==> src/rtl/lsu_pkg.sv <==
// lsu_pkg: shared state encoding, funct3 codes and legality check for the load/store unit.
package lsu_pkg;

    typedef enum logic [1:0] {IDLE, REQ, WAIT, DONE} state_t;

    localparam logic [2:0] F3_B  = 3'b000;
    localparam logic [2:0] F3_H  = 3'b001;
    localparam logic [2:0] F3_W  = 3'b010;
    localparam logic [2:0] F3_BU = 3'b100;
    localparam logic [2:0] F3_HU = 3'b101;

    function automatic logic is_legal(input logic [2:0] f3, input logic is_store);
        return is_store ? (f3 inside {F3_B, F3_H, F3_W})
                        : (f3 inside {F3_B, F3_H, F3_W, F3_BU, F3_HU});
    endfunction

endpackage

==> src/rtl/lsu_align.sv <==
// lsu_align: byte-lane steering for stores and lane select plus extension for loads.
module lsu_align
    import lsu_pkg::*;
(
    input  logic [2:0]  i_funct3,
    input  logic [1:0]  i_off,
    input  logic [31:0] i_wdata,
    input  logic [31:0] i_rdata,
    output logic [3:0]  o_be,
    output logic [31:0] o_wdata,
    output logic        o_misalign,
    output logic [31:0] o_rdata
);

    logic        w_half;
    logic        w_word;
    logic [15:0] w_sh;

    always_comb begin
        w_half     = i_funct3[1:0] == 2'b01;
        w_word     = i_funct3[1:0] == 2'b10;
        w_sh       = 16'(i_rdata >> {i_off, 3'b000});
        o_misalign = (w_half & i_off[0]) | (w_word & (|i_off));
        o_be       = w_word ? 4'b1111 : w_half ? 4'b0011 << i_off : 4'b0001 << i_off;
        o_wdata    = w_word ? i_wdata : w_half ? {2{i_wdata[15:0]}} : {4{i_wdata[7:0]}};
        o_rdata    = i_funct3 == F3_B  ? {{24{w_sh[7]}}, w_sh[7:0]} :
                     i_funct3 == F3_H  ? {{16{w_sh[15]}}, w_sh} :
                     i_funct3 == F3_W  ? i_rdata :
                     i_funct3 == F3_BU ? {24'b0, w_sh[7:0]} :
                     i_funct3 == F3_HU ? {16'b0, w_sh} : 32'b0;
    end

endmodule

==> src/rtl/lsu.sv <==
// lsu: memory-stage load/store unit driving a request/grant/response data bus,
// stalling the pipeline until the access completes, errors or times out.
module lsu
    import lsu_pkg::*;
#(
    parameter int TIMEOUT = 16,
    parameter int AW      = 32
) (
    input  logic          clk,
    input  logic          rst,
    input  logic          mem_rd_m,
    input  logic          mem_wr_m,
    input  logic [2:0]    funct3_m,
    input  logic [AW-1:0] addr_m,
    input  logic [31:0]   wdata_m,
    output logic [31:0]   rdata_m,
    output logic          stall_m,
    output logic          err_m,
    output logic          bus_req,
    output logic          bus_we,
    output logic [AW-1:0] bus_addr,
    output logic [3:0]    bus_be,
    output logic [31:0]   bus_wdata,
    input  logic          bus_gnt,
    input  logic          bus_rvalid,
    input  logic [31:0]   bus_rdata
);

    localparam int CW = $clog2(TIMEOUT + 1);

    state_t        r_state, w_next;
    logic [AW-1:0] r_addr;
    logic [1:0]    r_off;
    logic [3:0]    r_be;
    logic [31:0]   r_wdata, r_data;
    logic [2:0]    r_f3;
    logic          r_we, r_err;
    logic [CW-1:0] r_cnt;
    logic          w_idle, w_acc, w_bad, w_to, w_mis, w_req;
    logic [3:0]    w_be;
    logic [31:0]   w_wdata, w_rext;
    logic [2:0]    w_f3;
    logic [1:0]    w_off;

    assign w_idle = r_state == IDLE;
    assign w_acc  = mem_rd_m | mem_wr_m;
    assign w_f3   = w_idle ? funct3_m : r_f3;
    assign w_off  = w_idle ? addr_m[1:0] : r_off;
    assign w_bad  = !is_legal(funct3_m, mem_wr_m) || w_mis;
    // >= so a grant on the last REQ cycle cannot skip past the limit in WAIT
    assign w_to   = r_cnt >= CW'(TIMEOUT - 1);
    assign w_req  = r_state == REQ;

    lsu_align u_align (
        .i_funct3   (w_f3),
        .i_off      (w_off),
        .i_wdata    (wdata_m),
        .i_rdata    (bus_rdata),
        .o_be       (w_be),
        .o_wdata    (w_wdata),
        .o_misalign (w_mis),
        .o_rdata    (w_rext)
    );

    always_comb begin
        w_next = r_state;
        case (r_state)
            IDLE:    w_next = w_acc ? (w_bad ? DONE : REQ) : IDLE;
            REQ:     w_next = bus_gnt ? (r_we ? DONE : WAIT) : w_to ? DONE : REQ;
            WAIT:    w_next = (bus_rvalid || w_to) ? DONE : WAIT;
            default: w_next = IDLE;
        endcase
    end

    always_ff @(posedge clk or negedge rst) begin
        if (!rst) begin
            r_state <= IDLE;
            r_addr  <= '0;
            r_off   <= '0;
            r_be    <= '0;
            r_wdata <= '0;
            r_data  <= '0;
            r_f3    <= '0;
            r_we    <= 1'b0;
            r_err   <= 1'b0;
            r_cnt   <= '0;
        end else begin
            r_state <= w_next;
            case (r_state)
                IDLE: begin
                    r_cnt <= '0;
                    if (w_acc) begin
                        r_err   <= w_bad;
                        r_data  <= '0;
                        r_addr  <= {addr_m[AW-1:2], 2'b00};
                        r_off   <= addr_m[1:0];
                        r_f3    <= funct3_m;
                        r_we    <= mem_wr_m;
                        r_be    <= mem_wr_m ? w_be : 4'b0000;
                        r_wdata <= mem_wr_m ? w_wdata : 32'b0;
                    end
                end
                REQ: begin
                    r_cnt <= r_cnt + 1'b1;
                    if (!bus_gnt && w_to) r_err <= 1'b1;
                end
                WAIT: begin
                    r_cnt <= r_cnt + 1'b1;
                    if (bus_rvalid) r_data <= w_rext;
                    else if (w_to) r_err <= 1'b1;
                end
                default: begin
                    r_cnt <= '0;
                    r_err <= 1'b0;
                end
            endcase
        end
    end

    assign stall_m   = rst & w_acc & (r_state != DONE);
    assign err_m     = (r_state == DONE) & r_err;
    assign rdata_m   = (r_state == DONE) ? r_data : 32'b0;
    assign bus_req   = w_req;
    assign bus_we    = w_req & r_we;
    assign bus_addr  = w_req ? r_addr : '0;
    assign bus_be    = w_req ? r_be : 4'b0000;
    assign bus_wdata = w_req ? r_wdata : 32'b0;

endmodule

==> config.mk <==
export PLATFORM = sky130hd
export DESIGN_NAME = lsu
export DESIGN_NICKNAME = d
export VERILOG_FILES = /design/src/rtl/lsu_pkg.sv /design/src/rtl/lsu_align.sv /design/src/rtl/lsu.sv
export SDC_FILE = /design/constraint.sdc
export NUM_CORES = 1
export LEC_CHECK = 0
export ABC_AREA = 1
export CORE_ASPECT_RATIO = 2
export CORE_MARGIN = 1
export CORE_UTILIZATION = 43
export CTS_BUF_LIST = sky130_fd_sc_hd__clkbuf_4
export CTS_CLUSTER_DIAMETER = 100
export DETAILED_ROUTE_END_ITERATION = 8
export HOLD_SLACK_MARGIN = 0.02
export PLACE_DENSITY_LB_ADDON = 0.2
export SLEW_MARGIN = 40
export SYNTH_ARGS = -nofsm -noshare
export SYNTH_HDL_FRONTEND = slang
export SYNTH_SLANG_ARGS = --single-unit
export TNS_END_PERCENT = 1
==> constraint.sdc <==
create_clock -name clk -period 1.9 [get_ports clk]
set_input_delay 0.38 -clock clk [delete_from_list [all_inputs] [get_ports clk]]
set_output_delay 0.38 -clock clk [all_outputs]
set_load 0.1 [all_outputs]
==> impl_metrics.env <==
export IMPL_path_cells="inv_2, buf_6, ha_4, buf_12, buf_16, nand2_4, clkinvlp_4, buf_12"
export IMPL_synthMuxAreaShare_pct=0
export IMPL_netlist_top_cells_area="dfrtp_1 (43%), nand2_1 (28%), inv_1 (7.7%), o21ai_0 (5.2%), nand3_1 (2.0%)"
export IMPL_status="complete, but fails checks"
export IMPL_grt_pass1_wl_um=34700
export IMPL_tightestPinTransition_ns=0.634
export IMPL_dieArea_um2=15500
export IMPL_place_ws_ns=-0.188
export IMPL_grt_use_total_pct=30.0
export IMPL_synth_cell_types=33
export IMPL_drv_cap=0
export IMPL_p_switching_uw=11200
export IMPL_synth_simple_gate_area_share_pct=34.8
export IMPL_critPathKind="flop to output pin"
export IMPL_critPathSlowestCell="dfrtp_1"
export IMPL_slowest_delay_ns=0.42
export IMPL_crit_required_ns=1.52
export IMPL_clk_latency_ns=0.50
export IMPL_syn_to_final_growth_pct=75.0
export IMPL_cp_start_kind="flop"
export IMPL_grt_pass1_vias=6890
export IMPL_synth_top_area_cell="dfrtp_1"
export IMPL_crit_path_end_kind="output pin"
export IMPL_cts_buffers=9
export IMPL_relSlewSlack_pct=57.8
export IMPL_fin_area_um2=11300
export IMPL_die_w_um=88.6
export IMPL_synthXorXnorAreaFrac_pct=0
export IMPL_synth_seq_area_share_pct=43.5
export IMPL_comb_power_share_pct=73.7
export IMPL_synth_top_family_by_area="simple AND/OR/NAND/NOR gates"
export IMPL_via_count=6917
export IMPL_numPortBuffers=206
export IMPL_period_minus_slack_ns=2.30
export IMPL_drc=0
export IMPL_swShare_pct=54.5
export IMPL_start_util_pct=43.7
export IMPL_post_dp_hpwl_um=16200
export IMPL_die_h_um=175
export IMPL_power_uw=20500
export IMPL_wl_met1_um=7470
export IMPL_hold_path_class="input port to flop"
export IMPL_nNetsFinal=1320
export IMPL_rrSetupSlack_ns=-0.06
export IMPL_ioPinCount=209
export IMPL_topRoutingLayerUsed="met4"
export IMPL_synth_seq_cells=112
export IMPL_sequentialPowerShare_pct=20.2
export IMPL_root_buffer="clkbuf_4"
export IMPL_nFillCells=1063
export IMPL_viasPerCell=4.91
export IMPL_wl_met2_um=12800
export IMPL_slew_viol_final=0
export IMPL_drive_above_1_share_pct=34.7
export IMPL_p_per_area_nw_per_um2=1820
export IMPL_grt_overflow=0
export IMPL_route_met3_wl_um=1250
export IMPL_fmax_mhz=434
export IMPL_yosysWarnings=0
export IMPL_placed_area_um2=10500
export IMPL_fp_row_count=63
export IMPL_synth_cells=954
export IMPL_p_clk_share_pct=6.0
export IMPL_cp_common_cell="buf_12"
export IMPL_place_gp_congestion=0.963
export IMPL_p_leak_uw=0.00545
export IMPL_ir_drop_mv=1.04
export IMPL_yosys_area_top_type_share_pct=43.5
export IMPL_wl_per_cell_um=16.2
export IMPL_synth_adder_area_share_pct=1.36
export IMPL_h_tree_depth=3
export IMPL_cts_tree="done"
export IMPL_syn_area_um2=6440
export IMPL_clock_skew_ns=0.0270
export IMPL_setup_viol=134
export IMPL_cts_sinks=112
export IMPL_dr_pass1_iters=5
export IMPL_grt_max_degree=113
export IMPL_antenna_found_initial=1
export IMPL_crit_fanout=8
export IMPL_p_int_uw=9340
export IMPL_synth_compound_area_share_pct=8.66
export IMPL_postSynthAreaPerCell_um2=6.75
export IMPL_violations="negative setup slack"
export IMPL_drt_wl_total_um=22900
export IMPL_hold_viol=0
export IMPL_core_um2=14700
export IMPL_crit_arrival_ns=1.92
export IMPL_clk_pin_slew_ns=0.21
export IMPL_min_period_over_period_pct=121
export IMPL_layout_setup_ws_ns=-0.403
export IMPL_initialDrtViolationCount=307
export IMPL_ant_nets=0
export IMPL_cts_buffer_depth=2
export IMPL_rsz0062_at_grt="true"
-- power by group through the flow --
| stage | combinational [uW] | clock, uW | sequential, uW |
|---|---|---|---|
| after floorplan | 8740 | 0 | 3830 |
| after global placement | 13500 | 0 | 3940 |
| after detailed placement | 13700 | 0 | 3970 |
| after CTS | 14600 | 1260 | 4070 |
| after global routing | 16100 | 1350 | 4250 |
| final | 15100 | 1240 | 4160 |
-- logic make-up (layout without fill, tap and decap cells) --
| logic type | count (synthesis) | count (layout) |
|---|---|---|
| compound gates | 101 | 101 |
| flops | 112 | 112 |
| fa+ha+maj | 7 | 7 |
| buf+inv | 182 | 440 |
| simple gates | 551 | 551 |
| other cells | 1 | 3 |
-- metrics by stage --
stage	cells	hold slack (ns)	setup TNS [ns]	util, %
final	1409	0.373	-32.79	76.5
after global routing	1409	0.346	-43.96	76.5
after CTS	1404	0.344	-41.73	74.8
after detailed placement	1379	0.459	-6.11	71.0
after global placement	1379	0.454	-3.62	71.0
after floorplan	955	0.0844	-22.87	-
-- worst max-delay path: cells and delay by family (launching register included) --
family / cells / cell delay (ns)
adders and majority gates: 1 / 0.15
and+or+nand+nor: 1 / 0.06
buffers and inverters: 6 / 0.79
DFF: 1 / 0.42
-- flip-flops by register name, indices dropped and copies added, names as in the netlist --
signal,count
r_err,1
r_off,2
r_state,2
r_cnt,5
r_addr,30
r_data,32
r_be,4
r_wdata,32
r_we,1
r_f3,3
-- per-layer routing --
layer	vias up	track usage [%]
li1	3357	-
met1	3229	30.5
met2	252	55.9
met3	79	5.53
met4	0	15.3
met5	-	0
-- area by class of cell --
type / instances / area (um2) / area share, %
repair buffers: 285 / 4010 / 35.6
multi-input cells: 661 / 3290 / 29.2
flip-flops and latches: 112 / 2800 / 24.9
inverters: 139 / 781 / 6.92
well taps: 195 / 244 / 2.16
clock inverters: 7 / 76.3 / 0.677
clock buffers: 9 / 67.6 / 0.599
diodes: 1 / 2.50 / 0.0222
-- layout by cell type (no fill, tap or decap), types with 11 or more instances in the layout --
cell / n
nand2_1: 404
buf_12: 115
dfrtp_1: 112
clkdlybuf4s50_1: 103
clkinvlp_4: 69
o21ai_0: 56
nand2_2: 55
buf_4: 54
inv_2: 38
inv_1: 31
nand2_4: 31
nand3_1: 24
o21ai_1: 22
nor2_1: 15
a21oi_1: 11
-- synth_stat cells --
cell type	count
inv_4	2
nor2_1	20
or2_1	1
buf_6	3
nand4_1	3
a31oi_1	1
nor2_2	5
inv_2	4
clkbuf_2	1
nand3_1	26
conb_1	1
o21ai_0	67
buf_2	10
nor3_4	1
nand2_8	1
nor3_1	1
buf_4	6
dfrtp_1	112
inv_1	133
clkbuf_1	22
nor3_2	1
buf_1	1
ha_1	7
a22o_1	1
nand2_2	8
nand2_4	6
o21ai_1	17
nand2_1	476
a21oi_1	11
o21ai_4	3
nand3_2	1
nand3_4	1
a21boi_4	1
-- path summary, 6_finish.rpt --
kind | start | end | cells past startpoint
max | r_state[1] | bus_wdata[21] | 8
min | addr_m[14] | r_addr[14] | 3
max reg2reg | r_state[0] | r_be[2] | 12
min reg2reg | r_data[19] | r_data[19] | 2
max in group asynchronous | rst | r_data[10] | 3
min in group asynchronous | rst | r_data[27] | 3
-- repair_timing --
| action | 4_1_cts | 5_1_grt |
|---|---|---|
| hold buffers | 1 | 0 |
| resized for setup | 122 | 46 |
| setup buffers | 3 | 1 |
| endpoints found under the setup margin | 147 | 164 |
| pin swaps | 1 | 2 |
| gates cloned | 5 | 3 |
| hold endpoints to repair | 112 | 0 |
Power figures use the tool's default switching activity.
